`src/rtl/mem_fillbuffer.sv`:
```
// Cache line fill buffer: one line read at a time, beats assembled low-first, held until consumed.
// Optional FILLBUFFER_EARLYWORD_EN adds a one-cycle pulse carrying the originally requested word.
module mem_fillbuffer #(
  parameter int ADDRWIDTH         = 32,
  parameter int LOG2FILLDATAWIDTH = 7,
  parameter int LOG2MEMDATAWIDTH  = 5
) (
  input  logic                                clk,
  input  logic                                resetn,
  input  logic [ADDRWIDTH-1:0]                filladdr,
  input  logic                                fillreq,
  output logic                                fillbusy,
  output logic [ADDRWIDTH-1:0]                mem_address,
  output logic                                mem_rden,
  input  logic                                mem_ack,
  input  logic [(1<<LOG2MEMDATAWIDTH)-1:0]    mem_readdata,
  input  logic                                mem_readvalid,
  output logic [(1<<LOG2FILLDATAWIDTH)-1:0]   linedata,
  output logic [ADDRWIDTH-1:0]                lineaddr,
  output logic                                linevalid,
  input  logic                                lineack
`ifdef FILLBUFFER_EARLYWORD_EN
  ,
  output logic                                earlyword_valid,
  output logic [(1<<LOG2MEMDATAWIDTH)-1:0]    earlyword_data
`endif
);

  localparam int MEMW  = 1 << LOG2MEMDATAWIDTH;
  localparam int FILLW = 1 << LOG2FILLDATAWIDTH;
  localparam int BEATW = LOG2FILLDATAWIDTH - LOG2MEMDATAWIDTH;
  localparam int OFFW  = LOG2FILLDATAWIDTH - 3;
  localparam logic [ADDRWIDTH-1:0] LINE_MASK = {{(ADDRWIDTH-OFFW){1'b1}}, {OFFW{1'b0}}};

  typedef enum logic [1:0] {IDLE, REQ, COLLECT, DELIVER} state_t;

  state_t               state;
  state_t               state_nxt;
  logic [ADDRWIDTH-1:0] line_addr;
  logic [FILLW-1:0]     line_data;
  logic [BEATW-1:0]     beat_cnt;
  logic                 beat_take;
  logic                 start;

  assign start     = (state == IDLE) && fillreq;
  assign beat_take = (state == COLLECT) && mem_readvalid;

  always_ff @(posedge clk) begin
    if (!resetn) state <= IDLE;
    else         state <= state_nxt;
  end

  always_comb begin
    state_nxt = state;
    case (state)
      IDLE:    if (fillreq) state_nxt = REQ;
      REQ:     if (mem_ack) state_nxt = COLLECT;
      COLLECT: if (mem_readvalid && (beat_cnt == '1)) state_nxt = DELIVER;
      DELIVER: if (lineack) state_nxt = IDLE;
      default: state_nxt = IDLE;
    endcase
  end

  always_comb begin
    fillbusy  = (state != IDLE);
    mem_rden  = (state == REQ);
    linevalid = (state == DELIVER);
  end

  assign mem_address = line_addr;
  assign lineaddr    = line_addr;
  assign linedata    = line_data;

  // Line registers only change in IDLE/COLLECT, so they are stable through REQ and DELIVER.
  always_ff @(posedge clk) begin
    if (!resetn) begin
      line_addr <= '0;
      line_data <= '0;
      beat_cnt  <= '0;
    end else begin
      if (start) line_addr <= filladdr & LINE_MASK;
      if ((state == REQ) && mem_ack) begin
        beat_cnt <= '0;
      end else if (beat_take) begin
        line_data[int'(beat_cnt)*MEMW +: MEMW] <= mem_readdata;
        beat_cnt <= beat_cnt + 1'b1;
      end
    end
  end

`ifdef FILLBUFFER_EARLYWORD_EN
  logic [BEATW-1:0] early_idx;
  logic             early_hit;

  assign early_hit = beat_take && (beat_cnt == early_idx);

  always_ff @(posedge clk) begin
    if (!resetn) begin
      early_idx       <= '0;
      earlyword_valid <= 1'b0;
      earlyword_data  <= '0;
    end else begin
      if (start) early_idx <= filladdr[LOG2MEMDATAWIDTH-3 +: BEATW];
      earlyword_valid <= early_hit;
      if (early_hit) earlyword_data <= mem_readdata;
    end
  end
`endif

endmodule

```
`config.mk`:
```
export PLATFORM = sky130hd
export DESIGN_NAME = mem_fillbuffer
export DESIGN_NICKNAME = d
export VERILOG_FILES = /design/src/rtl/mem_fillbuffer.sv
export SDC_FILE = /design/constraint.sdc
export NUM_CORES = 1
export LEC_CHECK = 0
export ABC_AREA = 1
export BUFFER_PORTS_ARGS = -buffer_cell sky130_fd_sc_hd__buf_4
export CAP_MARGIN = 10
export CORE_UTILIZATION = 46
export DETAILED_ROUTE_END_ITERATION = 8
export GPL_TIMING_DRIVEN = 0
export PLACE_DENSITY = 0.77
export SETUP_SLACK_MARGIN = 0.5
export SLEW_MARGIN = 20
export SYNTH_ARGS = -nofsm -noshare
export SYNTH_HDL_FRONTEND = slang
export SYNTH_SLANG_ARGS = --single-unit
```
`constraint.sdc`:
```
create_clock -name clk -period 2.7 [get_ports clk]
set_input_delay 0.54 -clock clk [delete_from_list [all_inputs] [get_ports clk]]
set_output_delay 0.54 -clock clk [all_outputs]
set_load 0.01 [all_outputs]
```
==> summary.txt <==
Status
  • Status: complete, no violations

Placement
  • Post-Place Cell Area: 9980 µm²
  • Dpl hpwl: 18100 µm
  • Placed insts: 1727
  • GPL Wtd Cong: 0.939
  • IO buf count: 252

Clock network
  • Clock transition at the registers of the reported paths: 0.07 ns
  • Sink Count: 160
  • CTS root buffer: clkbuf_16
  • Inserted Clock Buffers: 17
  • Depth of the CTS H-tree: 4
  • CTS tree: built
  • Clock Tree Buf Depth: 2
  • Skew-Pair Late Insertion Delay: 0.44 ns

Logic synthesis
  • Seq/Total Area, Yosys: 41.1%
  • Yosys reg bits: 160
  • Syn Inst Count: 1248
  • Yosys warns: 0
  • Synth Area per Inst: 6.24 µm²
  • Mapped cell area: 7790 µm²
  • Synth cell types: 22

Detailed routing
  • Avg WL per Cell: 13.5 µm
  • DRC: 0
  • First-pass DRT Iterations: 5
  • DRT antenna net count: 0
  • Post-Route WL: 23700 µm
  • Via-to-Cell Ratio: 4.65
  • Iteration-0 DRC Markers: 627
  • Vias post-DR: 8179

Layout
  • Final nets: 1606
  • Non-filler cells, final: 1760
  • Layout Area Growth over Synthesis: 36.4%
  • N_diodes: 0
  • Fin area: 10600 µm²
  • Final core utilization: 64.0%
  • Fraction of layout instances using a drive strength above 1: 25.3%

Floorplan
  • Initial Util: 47.0%
  • Cell Rows: 47
  • Die W: 132 µm
  • Die Y: 132 µm
  • I/O pins: 265
  • Core area: 16600 µm²
  • Die area: 17500 µm²

Pwr
  • Max VDD drop: 0.564 mV
  • Pwr/cell area: 719 nW/µm²
  • Leakage: 0.00536 µW
  • Power Total: 7640 µW

STA
  • Sum of negative setup slack: 0 ns
  • Setup-failing EPs final: 0
  • Final period utilization: 78.0%
  • Final hold vios: 0
  • Minimum clock period: 2.11 ns
  • Clk_skew: 0.0112 ns
  • Slew @ Worst Pin: 0.621 ns
  • F_max: 0.475 GHz
  • RSZ-0062 raised after global routing: false
  • Worst slew margin: 58.6%
  • Max Slew Vio Count: 0

Critical path
  • Slowest cell delay on critical path: 0.37 ns
  • Required time of the critical path: 3.07 ns
  • CP max-delay cell: dfxtp_2
  • Critical Path Fanout Max: 10
  • R2R Setup Slk: 0.59 ns
  • Critical Path Start: beat_cnt[0]
  • Worst reg2reg startpoint: beat_cnt[0]
  • Crit. End Element: flop
  • Setup Crit Path Kind: flop to flop
  • Critical Path AT: 2.48 ns
  • Setup crit start kind: flop
  • CP cell instances: buf_6 > buf_6 > clkinvlp_4 > ha_1 > buf_2 > inv_1 > nand2_1 > buf_6 > nor2_1 > nand2_1 > nand2_1 > nand2_1 > nor2_1
  • Most Frequent Cell on Critical Path: nand2_1

Global route
  • Antenna violations before repair: 0
  • Maximum number of pins on one net before global-route repair: 17
  • First-pass GRT wire length: 36300 µm
  • Total GRT Usage: 26.6%
  • Total grt overflow: 0
  • Vias in the first global route: 7226

Job
  • Max-Cap Viols: 0

Hold path
  • Hold/Removal Path Class: primary input to flop
  • Hold Path Origin: filladdr[30]
[repair_timing]
action / in CTS / in global routing
hold endpoints to repair: 0 / 0
hold buffers: 0 / 0
setup buffers: 0 / 1
gates resized for setup: 7 / 20
setup endpoints to repair: 127 / 110
[routing by layer]
layer | share of wire, % | global-route usage, %
met2 | 46 | 42.9
met1 | 42 | 33.7
met3 | 8.8 | 6.73
met5 | 0 | 0
met4 | 3.3 | 11.6
[kinds of logic (layout without fill, tap and decap cells)]
| family | Yosys count | in the layout | share of synthesized area [%] |
|---|---|---|---|
| buffers and inverters | 285 | 570 | 16.2 |
| AO/OA/AOI/OAI | 50 | 50 | 3.89 |
| flip-flops | 160 | 160 | 41.1 |
| other | 1 | 8 | 0.0481 |
| adder cells (fa/ha/maj) | 9 | 9 | 1.45 |
| AND/OR/NAND/NOR | 743 | 743 | 37.3 |
[per-stage QoR]
step                worst slack [ns]  hold WS [ns]
floorplan                      0.604         0.494
global placement               0.127         0.488
detailed placement             0.126         0.495
CTS                            0.516         0.335
global route                   0.488         0.355
finish                         0.594         0.335
[worst paths after layout]
check	end	cells after the start
setup / recovery	linedata[105]	13
hold / removal	lineaddr[30]	3
setup reg to reg	linedata[105]	13
hold reg to reg	lineaddr[15]	2
[registers in the layout, summed over array words and instances, names as in the netlist]
| register | count |
|---|---|
| beat_cnt | 2 |
| state | 2 |
| linedata | 128 |
| lineaddr | 28 |
[synthesized netlist by cell type (all sizes together)]
cell    number  area share [%]
nand2      425              21
nor2       247              12
inv        180             8.7
dfxtp      160              41
buf         83             6.4
nand3       70             4.5
o21ai       28             1.8
clkbuf      22             1.1
o21bai      20             1.9
ha           9             1.4
a211oi       1           0.096
a21oi        1           0.064
and3         1           0.080
conb         1           0.048
[critical path: cells and delay by family (launching register included)]
kind,cells,cell delay (ns)
simple gates,6,0.58
fa+ha+maj,1,0.21
buf+inv,6,0.87
flops,1,0.37
[report_power, final]
| part | total [µW] | leakage [µW] | internal (µW) | switching, µW |
|---|---|---|---|---|
| sequential | 2810 | 0.00130 | 2620 | 194 |
| combinational | 2550 | 0.00380 | 1130 | 1420 |
| clock | 2270 | 0.000263 | 1200 | 1070 |
[final cells by class]
type	instances	area [µm²]
plain buffers	105	622
clock buffers	17	425
clock inverters	15	126
fillers	1539	5960
inverters	180	679
multi-input cells	810	3390
flip-flops and latches	160	3200
well taps	220	275
repair buffers	253	1900
[cell usage in the layout, fill, tap and decap left out, types with 6 or more instances in the layout]
cell type,count
nor2_1,234
nand2_1,423
buf_4,291
nor2_2,10
conb_1,8
buf_2,34
inv_1,173
inv_2,6
nand3_1,70
clkbuf_1,21
dfxtp_1,159
ha_1,8
clkbuf_16,17
o21ai_0,25
o21bai_1,20
Note: power is estimated with default switching activity, not from simulation.
